$ cat src/rtl/sap1_pkg.sv
// sap1_pkg: shared opcodes, one-hot T-states and control-word layout for the SAP-1 sequencer
package sap1_pkg;
  localparam logic [3:0] LDA = 4'b0000;
  localparam logic [3:0] ADD = 4'b0001;
  localparam logic [3:0] SUB = 4'b0010;
  localparam logic [3:0] OUT = 4'b1110;
  localparam logic [3:0] HLT = 4'b1111;
  typedef enum logic [5:0] {
    T1 = 6'b000001,
    T2 = 6'b000010,
    T3 = 6'b000100,
    T4 = 6'b001000,
    T5 = 6'b010000,
    T6 = 6'b100000
  } t_state_e;
  typedef struct packed {
    logic cp, ep, lm, ce, li, ei, la, ea, su, eu, lb, lo;
  } ctrl_t;
endpackage

$ cat src/rtl/controller_sequencer_if.sv
// controller_sequencer_if: run/opcode inputs and clr_out, t_state, control word, hlt outputs
// master = instruction-side driver, slave = sequencer
interface controller_sequencer_if #(parameter int OPW = 4);
  logic run;
  logic [OPW-1:0] opcode;
  logic clr_out;
  logic [5:0] t_state;
  logic cp, ep, lm, ce, li, ei, la, ea, su, eu, lb, lo;
  logic hlt;
  modport master (output run, opcode,
                  input clr_out, t_state, cp, ep, lm, ce, li, ei, la, ea, su, eu, lb, lo, hlt);
  modport slave (input run, opcode,
                 output clr_out, t_state, cp, ep, lm, ce, li, ei, la, ea, su, eu, lb, lo, hlt);
endinterface

$ cat src/rtl/ring_counter.sv
// ring_counter: one-hot six-state T counter with hold, T6->T1 wrap and load-T1
// ports: clk, clr_n (sync active-low), adv (step), load (return to T1 on this step), state
module ring_counter
  import sap1_pkg::*;
(
  input  logic     clk,
  input  logic     clr_n,
  input  logic     adv,
  input  logic     load,
  output t_state_e state
);
  t_state_e nxt;
  always_ff @(posedge clk)
    if (!clr_n) state <= T1;
    else state <= nxt;
  always_comb begin
    nxt = state;
    if (load) nxt = T1;
    else if (adv)
      case (state)
        T1: nxt = T2;
        T2: nxt = T3;
        T3: nxt = T4;
        T4: nxt = T5;
        T5: nxt = T6;
        default: nxt = T1;
      endcase
  end
endmodule

$ cat src/rtl/controller_sequencer.sv
// controller_sequencer: SAP-1 T-state sequencer and control-word decoder
// ports: clk, clr_n (sync active-low reset), bus (run, opcode in; clr_out, t_state, control bits, hlt out)
// SEQ_EARLY_RETIRE_EN: when defined, LDA/OUT/NOP return to T1 after their last active state
module controller_sequencer
  import sap1_pkg::*;
#(
  parameter int OPW = 4
) (
  input logic clk,
  input logic clr_n,
  controller_sequencer_if.slave bus
);
  t_state_e t;
  ctrl_t c;
  logic halted, adv, retire;
  logic is_lda, is_add, is_sub, is_out, is_hlt;
  assign is_lda = bus.opcode == OPW'(LDA);
  assign is_add = bus.opcode == OPW'(ADD);
  assign is_sub = bus.opcode == OPW'(SUB);
  assign is_out = bus.opcode == OPW'(OUT);
  assign is_hlt = bus.opcode == OPW'(HLT);
  assign adv = bus.run & ~halted;
  // Halt latches on the step into T4 so the frozen T4 cycle already shows hlt
  always_ff @(posedge clk)
    if (!clr_n) halted <= 1'b0;
    else if (adv && t == T3 && is_hlt) halted <= 1'b1;
`ifdef SEQ_EARLY_RETIRE_EN
  assign retire = is_lda ? t == T5 : (is_add | is_sub | is_hlt) ? 1'b0 : t == T4;
`else
  assign retire = 1'b0;
`endif
  ring_counter u_ring (
    .clk  (clk),
    .clr_n(clr_n),
    .adv  (adv),
    .load (adv & retire),
    .state(t)
  );
  always_comb begin
    c = '0;
    case (t)
      T1: {c.ep, c.lm} = 2'b11;
      T2: c.cp = 1'b1;
      T3: {c.ce, c.li} = 2'b11;
      T4:
        if (is_lda | is_add | is_sub) {c.ei, c.lm} = 2'b11;
        else if (is_out) {c.ea, c.lo} = 2'b11;
      T5:
        if (is_lda) {c.ce, c.la} = 2'b11;
        else if (is_add | is_sub) {c.ce, c.lb} = 2'b11;
      T6:
        if (is_add | is_sub) {c.eu, c.la, c.su} = {2'b11, is_sub};
      default: ;
    endcase
    if (!clr_n || !bus.run || halted) c = '0;
  end
  assign {bus.cp, bus.ep, bus.lm, bus.ce, bus.li, bus.ei,
          bus.la, bus.ea, bus.su, bus.eu, bus.lb, bus.lo} = c;
  assign bus.t_state = t;
  assign bus.hlt = halted & clr_n;
  assign bus.clr_out = ~clr_n;
endmodule

$ cat src/flat_wrapper.sv
// flat-port wrapper written by rule: the top's interface ports become plain ports
module controller_sequencer_flat import sap1_pkg::*;
#(
  parameter int OPW = 4
)
  (clk, clr_n, bus_run, bus_opcode, bus_clr_out, bus_t_state, bus_cp, bus_ep, bus_lm, bus_ce, bus_li, bus_ei, bus_la, bus_ea, bus_su, bus_eu, bus_lb, bus_lo, bus_hlt);
  controller_sequencer_if #(.OPW(OPW)) bus_i ();
  input logic clk;
  input logic clr_n;
  input wire logic [$bits(bus_i.run)-1:0] bus_run;
  input wire logic [$bits(bus_i.opcode)-1:0] bus_opcode;
  output wire logic [$bits(bus_i.clr_out)-1:0] bus_clr_out;
  output wire logic [$bits(bus_i.t_state)-1:0] bus_t_state;
  output wire logic [$bits(bus_i.cp)-1:0] bus_cp;
  output wire logic [$bits(bus_i.ep)-1:0] bus_ep;
  output wire logic [$bits(bus_i.lm)-1:0] bus_lm;
  output wire logic [$bits(bus_i.ce)-1:0] bus_ce;
  output wire logic [$bits(bus_i.li)-1:0] bus_li;
  output wire logic [$bits(bus_i.ei)-1:0] bus_ei;
  output wire logic [$bits(bus_i.la)-1:0] bus_la;
  output wire logic [$bits(bus_i.ea)-1:0] bus_ea;
  output wire logic [$bits(bus_i.su)-1:0] bus_su;
  output wire logic [$bits(bus_i.eu)-1:0] bus_eu;
  output wire logic [$bits(bus_i.lb)-1:0] bus_lb;
  output wire logic [$bits(bus_i.lo)-1:0] bus_lo;
  output wire logic [$bits(bus_i.hlt)-1:0] bus_hlt;
  assign bus_i.run = bus_run;
  assign bus_i.opcode = bus_opcode;
  assign bus_clr_out = bus_i.clr_out;
  assign bus_t_state = bus_i.t_state;
  assign bus_cp = bus_i.cp;
  assign bus_ep = bus_i.ep;
  assign bus_lm = bus_i.lm;
  assign bus_ce = bus_i.ce;
  assign bus_li = bus_i.li;
  assign bus_ei = bus_i.ei;
  assign bus_la = bus_i.la;
  assign bus_ea = bus_i.ea;
  assign bus_su = bus_i.su;
  assign bus_eu = bus_i.eu;
  assign bus_lb = bus_i.lb;
  assign bus_lo = bus_i.lo;
  assign bus_hlt = bus_i.hlt;
  controller_sequencer #(.OPW(OPW)) u_core (.clk(clk), .clr_n(clr_n), .bus(bus_i));
endmodule
$ cat config.mk
export PLATFORM = sky130hd
export DESIGN_NAME = controller_sequencer_flat
export DESIGN_NICKNAME = d
export VERILOG_FILES = /design/src/rtl/sap1_pkg.sv /design/src/rtl/controller_sequencer_if.sv /design/src/rtl/ring_counter.sv /design/src/rtl/controller_sequencer.sv /design/src/flat_wrapper.sv
export SDC_FILE = /design/constraint.sdc
export NUM_CORES = 1
export LEC_CHECK = 0
export ABC_AREA = 1
export BUFFER_PORTS_ARGS = -buffer_cell sky130_fd_sc_hd__buf_2
export CAP_MARGIN = 10
export CORE_MARGIN = 2
export CORE_UTILIZATION = 30
export CTS_CLUSTER_DIAMETER = 120
export CTS_CLUSTER_SIZE = 10
export DETAILED_ROUTE_END_ITERATION = 10
export GPL_TIMING_DRIVEN = 0
export HOLD_SLACK_MARGIN = 0.12
export PLACE_DENSITY = 0.65
export SYNTH_ARGS = -nofsm -noshare
export SYNTH_HDL_FRONTEND = slang
export SYNTH_SLANG_ARGS = --single-unit
$ cat constraint.sdc
create_clock -name clk -period 1.08 [get_ports clk]
set_input_delay 0.054 -clock clk [delete_from_list [all_inputs] [get_ports clk]]
set_output_delay 0.054 -clock clk [all_outputs]
set_load 0.02 [all_outputs]
## Word level (Yosys, flattened, before mapping)

Index checks and enable logic that the tools add are counted.

- Register bits: 7
- Input bits: 7
- Output and inout port bits: 20
- Word-level logic and storage cells: 46

- Eq/ne operators: 10
- Mux-type cells: 20
- Bitwise operators: 7
- Reduce and logical (&&, ||, !) cells: 7

Operators by type and width:

| cell | number |
|---|---|
| 6-bit case mux with 5 select lines | 1 |
| 1-bit two-way mux | 13 |
| 12-bit two-way mux | 1 |
| 4-bit equality test, second input constant | 2 |
| 6-bit by 1-bit equality test with 1-bit output, second input constant | 1 |
| 6-bit by 2-bit equality test with 1-bit output, second input constant | 1 |
| 6-bit by 3-bit equality test with 1-bit output, second input constant | 1 |
| 6-bit by 4-bit equality test with 1-bit output, second input constant | 1 |
| 6-bit by 5-bit equality test with 1-bit output, second input constant | 1 |
| 6-bit equality test, second input constant | 1 |
| 1-bit case mux with 2 select lines | 3 |
| 4-bit by 1-bit equality test with 1-bit output, second input constant | 1 |
| 4-bit by 2-bit equality test with 1-bit output, second input constant | 1 |
| 4-bit zero test | 1 |
| 2-bit two-way mux | 2 |
| 1-bit bitwise OR | 3 |
| 1-bit bitwise AND | 2 |
| 1-bit logical AND | 2 |
| 1-bit zero test | 2 |
| 1-bit logical OR | 2 |
| 1-bit inverter | 2 |

## Longest topological paths before layout

Gate-level depths: netlist (run 1).

- Depth in word-level cells: 6
- Gate-level depth with buffers: 7
- Depth with buffers taken out: 7

## Cells and area by module

Synthesis (run 1) repeated with hierarchy kept, for this count alone.

- Cell total of the unflattened synthesis: 116
- Area, all modules: 656.9 µm²

By module, submodules not included:

| module | times used | cells each | area each (µm²) | seq. area each (µm²) |
|---|---|---|---|---|
| controller_sequencer | 1 | 70 | 336.6 | 20.0 |
| ring_counter | 1 | 46 | 320.3 | 120.1 |

## Worst setup path after synthesis (run 1)

Ideal clock, no wire load.

- Path type: register -> output
- From: reg u_core.u_ring.state[3]
- To: out bus_lo
- Data arrival time: 1.366 ns
- Required time: 1.026 ns
- Setup slack: -0.340 ns
- Cell stages (with the launch flop): 6
- Path buffers: 1
- Cell sequence: dfxtp_1 inv_1 nor2_1 nand4_1 nor2_1 buf_4

- Word-level cells in the longest chain between the ends: 3

RTL lines:

| element | RTL line | RTL |
|---|---|---|
| start, declared | ring_counter.sv:10 | `output t_state_e state` |
| start signal, assigned | ring_counter.sv:15 | `else state <= nxt;` |
| 6-bit by 4-bit equality test with 1-bit output | controller_sequencer.sv:41 | `case (t)` |
| 1-bit two-way mux | controller_sequencer.sv:41 |  |
| 12-bit two-way mux | controller_sequencer.sv:55 | `if (!clr_n \|\| !bus.run \|\| halted) c = '0;` |
| end, declared | flat_wrapper.sv:25 | `output wire logic [$bits(bus_i.lo)-1:0] bus_lo;` |

Every way passes these cells.

## Worst setup path after layout (run 1)

- From: reg u_core.halted
- To: out bus_lo

- Word-level cells in the longest chain between the ends: 2

RTL lines:

| element | RTL line | RTL |
|---|---|---|
| start, declared | controller_sequencer.sv:15 | `logic halted, adv, retire;` |
| start signal, assigned | controller_sequencer.sv:25 | `if (!clr_n) halted <= 1'b0;` |
| start signal, assigned | controller_sequencer.sv:26 | `else if (adv && t == T3 && is_hlt) halted <= 1'b1;` |
| 1-bit logical OR | controller_sequencer.sv:55 |  |
| 12-bit two-way mux | controller_sequencer.sv:55 |  |

Every way passes these cells.

==> run metrics, run 1 <==
Max Buffers Root-to-Sink 2; Startpoint Class register; max_cap viols 0; Worst Path Required between 1 and 1.5 ns; Worst Skew approximately 0.010 ns; final wirelength approximately 1.8 mm; Buf+Inv Stages, Crit Path 4; Final Worst Setup Slack -0.370 ns; post-route ant nets 0; placed instance area approximately 740 sq um; met3 WL 110 um; clock sink count 7; VDD IR-drop max ~650 uV; CTS tree yes; outcome complete, but fails checks; PwrDens 712 nW/um^2; Fin Hold WS around 0.10 ns; ranking of synthesized cells by area dfxtp_1 (27%), inv_1 (9.3%), nand2_1 (9.3%), nor2_1 (8.6%), nand3_1 (6.7%); worst skew pair latency 0.27 ns; Yosys reg bits 7; number of port buffers 26; vias per cell roughly 5.0; Met1 Wirelength 751 um; share of layout cells above drive strength 1 0.680; Worst-Margin Slew ~0.22 ns; # IOs 27; most frequent cells after synthesis inv_1 (13), nand2_1 (13), nor2_1 (12), dfxtp_1 (7), nand3_1 (7); DP Worst Slack -0.260 ns; setup TNS -3.48 ns; Top Layer Used met4; FMAX slightly below 0.7 GHz; Yosys cell types 21; Syn Area/Cell between 6 and 7 sq um; Mapped Nets 89; Area Overhead vs Synth 98.1%; YS warnings 0; DP Wirelength 1.08 mm; post-synthesis sequential area ratio 0.267; CTS Buf Count 3; initial core utilization 0.310; slew margin rel. 0.853; total die area ~2100 sq um; Synth top area share 0.267; ant diodes 0; Vias slightly above 700; cell type with the largest total area after synthesis dfxtp_1; floorplan row count 15; final std cell area, no fill about 1000 sq um; antenna violations before repair 0; Final Core Density 0.615; # nets final about 140; Setup crit end kind output port; Final Setup Violations 13; crit path cell chain inv_2 > nand2_4 > nor2_4 > nand4_1 > buf_6 > nor2_4 > buf_6 > buf_6; Synth async-reset ratio 0; RSZ-0062 raised after global routing yes; critical path class reg -> out; family with the most delay on the worst path buffers and inverters; first-pass GRT wire length 2.79 mm; Core Box Area 1690 sq um; Placed Cells about 130; leakage power slightly below 0.5 nW; worst reg-to-reg setup slack -0.03 ns; routed wire length on met2 approximately 900 um; gr usage total 0.194; vias in the first global route 623; drc violations 0; Tot Pwr around 0.74 mW; Die Y ~46 um; Final GP Congestion just under 0.8; CP arrival approximately 1.4 ns; total grt overflow 0; crit path max-delay cell type dfxtp_2; DRT Pass-1 Iters 4; Worst Hold Class in -> reg; Die W about 46 um; Tmin final ~1.5 ns; CP most frequent cell buf_6; Root Buffer clkbuf_4; Final Hold Fails 0; Clock transition at path regs around 0.06 ns; # H-tree levels 1; DR WL/cell around 12 um; CP max stage delay between 0.3 and 0.4 ns; largest net degree at the start of global routing 6; final worst-path cycle share 1.34; cell area after synthesis roughly 520 sq um; count of final max-slew check failures 0; Primary FF master, synth dfxtp_1; number of synthesized flops with an enable pin 0; fin cells ~150; failing checks setup timing; Post-Syn Instances 82; CP Max Fanout 4; DRT iter0 DRCs 37
[cell usage in the layout, fill, tap and decap left out, types with 4 or more instances in the layout]
cell	instances
nor2_4	10
nand3_1	5
nor2_2	5
inv_1	9
nand2_1	11
buf_6	14
inv_2	7
buf_4	13
buf_2	15
dfxtp_4	5
nor2_1	4
nand4_1	4
[tightest hold or removal path: stages]
cell and delay (ns):
buf_2 0.14, nand2_1 0.09, o21ai_2 0.05
[logic make-up after synthesis]
group / count (synthesis) / synth area share
compound gates: 9 / 0.103
flops: 7 / 0.267
buf+inv: 17 / 0.129
simple gates: 49 / 0.501
[layer usage]
| metal | vias to the layer above | track usage |
|---|---|---|
| met2 | 25 | 0.301 |
| met4 | 0 | 0.103 |
| met3 | 5 | 0.0476 |
| li1 | 358 | - |
| met1 | 330 | 0.243 |
| met5 | - | 0 |
[path summary, 6_finish.rpt]
kind	startpoint	end	depth (start not counted)
worst min register to register	u_core.u_ring.state[0]$_SDFFE_PN1P_	u_core.u_ring.state[0]$_SDFFE_PN1P_	2
worst min-delay path	clr_n	u_core.halted$_SDFFE_PN0P_	3
worst max-delay path	u_core.halted$_SDFFE_PN0P_	bus_lo	8
worst max register to register	u_core.halted$_SDFFE_PN0P_	u_core.u_ring.state[4]$_SDFFE_PN0P_	7
[power breakdown]
group / switching, mW / internal, mW
Clock: 0.115 / 0.142
Combinational: 0.124 / 0.0857
Sequential: 0.0135 / 0.260
Total: 0.252 / 0.488
[layout make-up]
cell class	instances	area, sq um
Tap cell	17	21.3
Sequential cell	7	161
Buffer	1	11.3
Inverter	16	60.1
Multi-Input combinational cell	58	429
Fill cell	141	651
Clock buffer	4	26.3
Timing Repair Buffer	42	329
[state kept, by name, indices dropped and copies added (netlist names)]
name and flops:
u_core.u_ring.state 6, u_core.halted 1
[timing repair]
action,CTS,global route
pin swaps,14,6
buffers inserted,11,4
hold endpoints to repair,1,0
endpoints found under the setup margin,15,17
resized for setup,42,7
hold buffers,1,0
No activity file was read; power rests on OpenSTA's default activity.
==> inputs of run 2 (changes only) <==
SETUP_SLACK_MARGIN = 0.15   (was not set)
==> run 2 against run 1 <==
The flow still finishes with violations (setup timing). Cell count is 2.1% higher. Register-to-register slack lost 0.12 ns. Clock skew decreased by 0.0072 ns. Count of clock-buffer cells in the layout unchanged. Combinational power grew 20%. Worst setup slack improved by 0.030 ns. Worst hold slack improved by 0.0095 ns. Critical path depth is 2 lower. Non-clock buffer count up 3.
==> run metrics, run 2 (synthesized netlist as in run 1, its figures left out) <==
Core Box Area 1690 sq um (unchanged); count of final max-slew check failures 0 (unchanged); fin cells 148 (+2.1%); crit path max-delay cell type dfxtp_4; Final GP Congestion 0.767 (-1.1%); Final Hold Fails 0 (unchanged); CTS tree yes; reg2reg path depth 9 (+2); Root Buffer clkbuf_4; CTS Buf Count 3 (unchanged); floorplan row count 15 (unchanged); Worst Path Required 1.03 ns (about the same); Worst-Margin Slew 0.253 ns (+0.0327 ns); # nets final 139 (+2.2%); cell count of the worst hold path 3 (unchanged); DRT Pass-1 Iters 4 (unchanged); number of port buffers 26 (unchanged); crit path cell chain nor2_4 > buf_12 > nand3_4 > nor2_4 > o21bai_4 > buf_6; Multi-input gate area 485 sq um (+13%); worst reg-to-reg setup slack -0.15 ns (-0.12 ns); RSZ-0062 raised after global routing yes; share of layout cells above drive strength 1 0.725 (+0.0455); total grt overflow 0 (unchanged); outcome complete, but fails checks; Final Core Density 0.683 (+0.0681); Clock transition at path regs 0.06 ns (about the same); Hold Crit Endpoint u_core.halted$_SDFFE_PN0P_; worst reg2reg endpoint u_core.u_ring.state[0]$_SDFFE_PN1P_; DR WL/cell 11.9 um (-4.2%); FMAX 0.704 GHz (+2.1%); CP arrival 1.37 ns (-0.03 ns); CP most frequent cell nor2_4; reg-to-reg startpoint u_core.u_ring.state[5]$_SDFFE_PN0P_; vias per cell 4.86 (-1.8%); Vias 720 (+0.28%); # IOs 27 (unchanged); Buf+Inv Stages, Crit Path 2 (-2); Min-Delay Startpoint clr_n; vias in the first global route 632 (+1.4%); Die W 45.8 um (unchanged); initial core utilization 0.310 (unchanged); commonest non-fill, non-tap cell in the layout buf_6; Placed Cells 125 (unchanged); # H-tree levels 1 (unchanged); Top reg by flops u_core.u_ring.state; Worst Hold Class in -> reg; Fill cells 122 (-13%); worst skew pair latency 0.26 ns (about the same); leakage power 0.522 nW (+6.2%); Tmin final 1.42 ns (-0.0300 ns); ant diodes 0 (unchanged); drc violations 0 (unchanged); clock sink count 7 (unchanged); Max Buffers Root-to-Sink 2 (unchanged); Setup crit end kind output port; DP Wirelength 1.13 mm (+4.3%); Die Y 45.8 um (unchanged); Register Area 166 sq um (+3.1%); DRT iter0 DRCs 10 (-73%); biggest regs u_core.u_ring.state: 6 flops, u_core.halted: 1 flops; Tot Pwr 0.772 mW (+4.3%); PwrDens 669 nW/um^2 (-6.1%); max reg flops 6 (unchanged); Final Worst Setup Slack -0.340 ns (+0.0300 ns); most frequent cells in the layout buf_6 (17), buf_4 (15), buf_2 (12); first-pass GRT wire length 2.60 mm (-6.9%); Worst Skew 0.00315 ns (-0.00718 ns); CP max stage delay 0.36 ns (+0.02 ns); family with the most delay on the worst path flip-flops; largest net degree at the start of global routing 6 (unchanged); Startpoint Class register; final wirelength 1.77 mm (-2.2%); final worst-path cycle share 1.31 (-0.0278); critical path class reg -> out; Final Setup Violations 14 (+1); slew margin rel. 0.831 (-0.0218); CP Max Fanout 4 (unchanged); total die area 2100 sq um (unchanged); gr usage total 0.171 (-0.0223); antenna violations before repair 0 (unchanged); VDD IR-drop max 538 uV (-17%); Area Overhead vs Synth 120%; max_cap viols 0 (unchanged); post-route ant nets 0 (unchanged); failing checks setup timing
[run 2: cell count changes in the layout (fill, tap and decap cells not counted), moves of 3 or more]
cell and delta:
buf_2 -3, nand2_2 +3, nand2_1 -4, buf_6 +3, nand3_4 +3, nor2_2 -3
[run 2: metrics by stage]
step	worst slack (ns)	setup TNS, ns	cell area, sq um	hold WS (ns)
detailed placement	-0.251	-1.45	758	0.359
floorplan	-0.117	-0.225	607	0.165
global placement	-0.241	-1.37	758	0.349
global route	-0.394	-4.60	1150	0.117
CTS	-0.362	-3.47	1030	0.0901
finish	-0.340	-3.75	1150	0.110
[run 2: metal layers]
metal / track usage / wire, um / vias up
met5: 0 / 0 / -
met4: 0.0514 / 19 / 0
met3: 0.0357 / 66 / 3
met2: 0.285 / 872 / 21
met1: 0.221 / 807 / 335
li1: - / - / 361
[run 2: final cells by class]
type	count	share of cell area
buffer	1	0.00976
tap	17	0.0184
clock buffer	4	0.0228
timing repair buffer	45	0.332
sequential	7	0.144
multi-input combinational	58	0.421
inverter	16	0.0521
[run 2: worst max path at each step]
stage | start | endpoint | slack [ns] | cells after the start
2_1_floorplan | u_core.halted$_SDFFE_PN0P_ | bus_lo | -0.12 | 6
3_3_place_gp | u_core.halted$_SDFFE_PN0P_ | bus_lo | -0.24 | 7
3_5_place_dp | u_core.halted$_SDFFE_PN0P_ | bus_lo | -0.25 | 7
4_1_cts | u_core.u_ring.state[3]$_SDFFE_PN0P_ | bus_ce | -0.36 | 5
5_1_grt | u_core.u_ring.state[5]$_SDFFE_PN0P_ | bus_lm | -0.39 | 6
6_report | u_core.u_ring.state[5]$_SDFFE_PN0P_ | bus_lm | -0.34 | 6
[run 2: repair_timing]
| item | 4_1_cts | 5_1_grt |
|---|---|---|
| setup endpoints to repair | 19 | 21 |
| pin swaps | 15 | 9 |
| setup buffers | 10 | 8 |
| gates resized for setup | 44 | 14 |
| hold endpoints to repair | 1 | 1 |
[run 2: power by group]
part / leakage [nW] / internal (mW) / switching [mW]
Clock: 0.0150 / 0.142 / 0.112
Sequential: 0.0617 / 0.255 / 0.0123
Combinational: 0.445 / 0.111 / 0.140
Total: 0.522 / 0.508 / 0.264
[run 2: tightest hold or removal path, delay by kind of cell]
family	cells	cell delay, ns
compound gates	1	0.05
buf+inv	1	0.15
simple gates	1	0.08
==> inputs of run 3 (changes only) <==
CORE_MARGIN = not set   (was 2)
CTS_BUF_LIST = sky130_fd_sc_hd__clkbuf_8   (was not set)
==> run 3 against run 2 <==
The run ends with DRC, setup timing left. Clock power increased by 45%. Cell count decreased by 2.0%. Combinational power decreased by 2%. Final area decreased by 0.11%. Register-to-register slack improved by 0.03 ns. Non-clock buffer count decreased by 2. Sequential cell count unchanged. First-iteration DRC count increased by 120%. Global-route usage increased by 2.8 points. Via count increased by 1.5%. Largest cell class unchanged.
==> run metrics, run 3 (synthesized netlist as in run 1, its figures left out) <==
# H-tree levels 1 (unchanged); Final Worst Setup Slack -0.358 ns (-0.0179 ns); max reg flops 6 (unchanged); Worst-Margin Slew 0.216 ns (-0.0371 ns); FMAX 0.695 GHz (-1.2%); initial core utilization 0.333 (+0.0222); total grt overflow 0 (unchanged); Die Y 43.8 um (-4.4%); most frequent cells in the layout buf_6 (19), buf_2 (13), nor2_4 (11), inv_1 (11), buf_4 (11); PwrDens 769 nW/um^2 (+15%); first-pass GRT wire length 2.68 mm (+3.2%); DRT iter0 DRCs 22 (+12); slew margin rel. 0.856 (+0.0246); Final Core Density 0.731 (+0.0480); drc violations 2 (+2); CP arrival 1.38 ns (about the same); RSZ-0062 raised after global routing yes; critical path class reg -> out; biggest regs u_core.u_ring.state: 6 flops, u_core.halted: 1 flops; clock sink count 7 (unchanged); leakage power 0.525 nW (+0.50%); vias in the first global route 621 (-1.7%); share of layout cells above drive strength 1 0.721 (-0.00426); Fin Hold WS 0.142 ns (+0.0323 ns); reg-to-reg startpoint u_core.u_ring.state[2]$_SDFFE_PN0P_; Worst Hold Class in -> reg; # IOs 27 (unchanged); Worst Skew 0.00477 ns (+0.00162 ns); total die area 1920 sq um (-8.5%); Final GP Congestion 0.758 (-1.1%); commonest non-fill, non-tap cell in the layout buf_6; post-route ant nets 0 (unchanged); DR WL/cell 13.3 um (+12%); DP Worst Slack -0.248 ns (+0.00293 ns); Worst Setup SP u_core.u_ring.state[4]$_SDFFE_PN0P_; Final Setup Violations 17 (+3); Startpoint Class register; CP Max Fanout 4 (unchanged); setup TNS -3.77 ns (-0.0217 ns); Min-Delay Startpoint bus_opcode[2]; largest net degree at the start of global routing 7 (+1); Root Buffer clkbuf_8; Top reg by flops u_core.u_ring.state; Tmin final 1.44 ns (+0.0179 ns); Final Hold Fails 0 (unchanged); final wirelength 1.93 mm (+9.5%); CTS Buf Count 3 (unchanged); Area Overhead vs Synth 120%; DRT Pass-1 Iters 9 (+5); floorplan row count 14 (-1); Max Buffers Root-to-Sink 2 (unchanged); antenna violations before repair 0 (unchanged); Die W 43.8 um (-4.4%); count of final max-slew check failures 0 (unchanged); Setup crit end kind output port; vias per cell 5.04 (+3.6%); Vias 731 (+1.5%); VDD IR-drop max 733 uV (+36%); ant diodes 0 (unchanged); failing checks DRC, setup timing; max_cap viols 0 (unchanged); Worst Path Required 1.03 ns (about the same); Core Box Area 1580 sq um (-6.7%); number of port buffers 26 (unchanged); CTS tree yes; DP Wirelength 1.05 mm (-6.5%); gr usage total 0.199 (+0.0281); final worst-path cycle share 1.33 (+0.0166); # nets final 137 (-1.4%); worst skew pair latency 0.23 ns (-0.03 ns); outcome complete, but fails checks; Clock transition at path regs 0.04 ns (-0.02 ns)
## run 3: cell types whose count changed in the layout (fill, tap and decap cells not counted), moves of 2 or more
cell	before	now
buf_4	15	11
buf_6	17	19
clkbuf_4	3	0
clkbuf_8	0	3
inv_1	8	11
inv_2	8	5
## run 3: cell type report
cell class                      instances  area [sq um]
Buffer                                  1          11.3
Fill cell                             104           424
Tap cell                               16          20.0
Clock inverter                          1          3.75
Timing Repair Buffer                   43           360
Sequential cell                         7           164
Inverter                               16          62.6
Multi-Input combinational cell         58           489
Clock buffer                            3          41.3
## run 3: final timing paths
| kind | slack, ns | end | cells after the start |
|---|---|---|---|
| max | -0.36 | bus_ce | 7 |
| min | 0.14 | u_core.halted$_SDFFE_PN0P_ | 3 |
| max reg2reg | -0.12 | u_core.u_ring.state[0]$_SDFFE_PN1P_ | 8 |
| min reg2reg | 0.51 | u_core.u_ring.state[0]$_SDFFE_PN1P_ | 2 |
## run 3: power breakdown
group / internal [mW] / total [mW] / switching, mW
clock network: 0.246 / 0.368 / 0.122
registers: 0.259 / 0.273 / 0.0134
logic: 0.103 / 0.245 / 0.143
## run 3: layer usage
layer	up-vias	GRT usage	share of wire	routed length (um)
met1	341	0.231	0.41	795
li1	359	-	-	-
met4	0	0.0938	0.024	46
met2	24	0.328	0.51	993
met3	7	0.0667	0.051	98
met5	-	0	0	0
## run 3: stage by stage
| step | std cells | cell area, sq um | total power, mW |
|---|---|---|---|
| finish | 145 | 1150 | 0.886 |
| global route | 145 | 1150 | 0.931 |
| CTS | 137 | 1010 | 0.855 |
| detailed placement | 124 | 757 | 0.432 |
| global placement | 124 | 757 | 0.430 |
| floorplan | 82 | 607 | 0.385 |
## run 3: repair_timing
action | CTS | global route
endpoints found under the hold margin | 1 | 0
hold buffers | 1 | 0
setup buffers | 8 | 8
pin swaps | 8 | 9
setup endpoints to repair | 17 | 20
resized for setup | 37 | 21
## run 3: critical path, cell delays in order (launching register included)
cell,delay (ns)
dfxtp_2,0.35
nor2_4,0.15
buf_4,0.14
nand3_4,0.10
nor2_4,0.15
inv_2,0.08
o21ai_4,0.06
buf_6,0.13
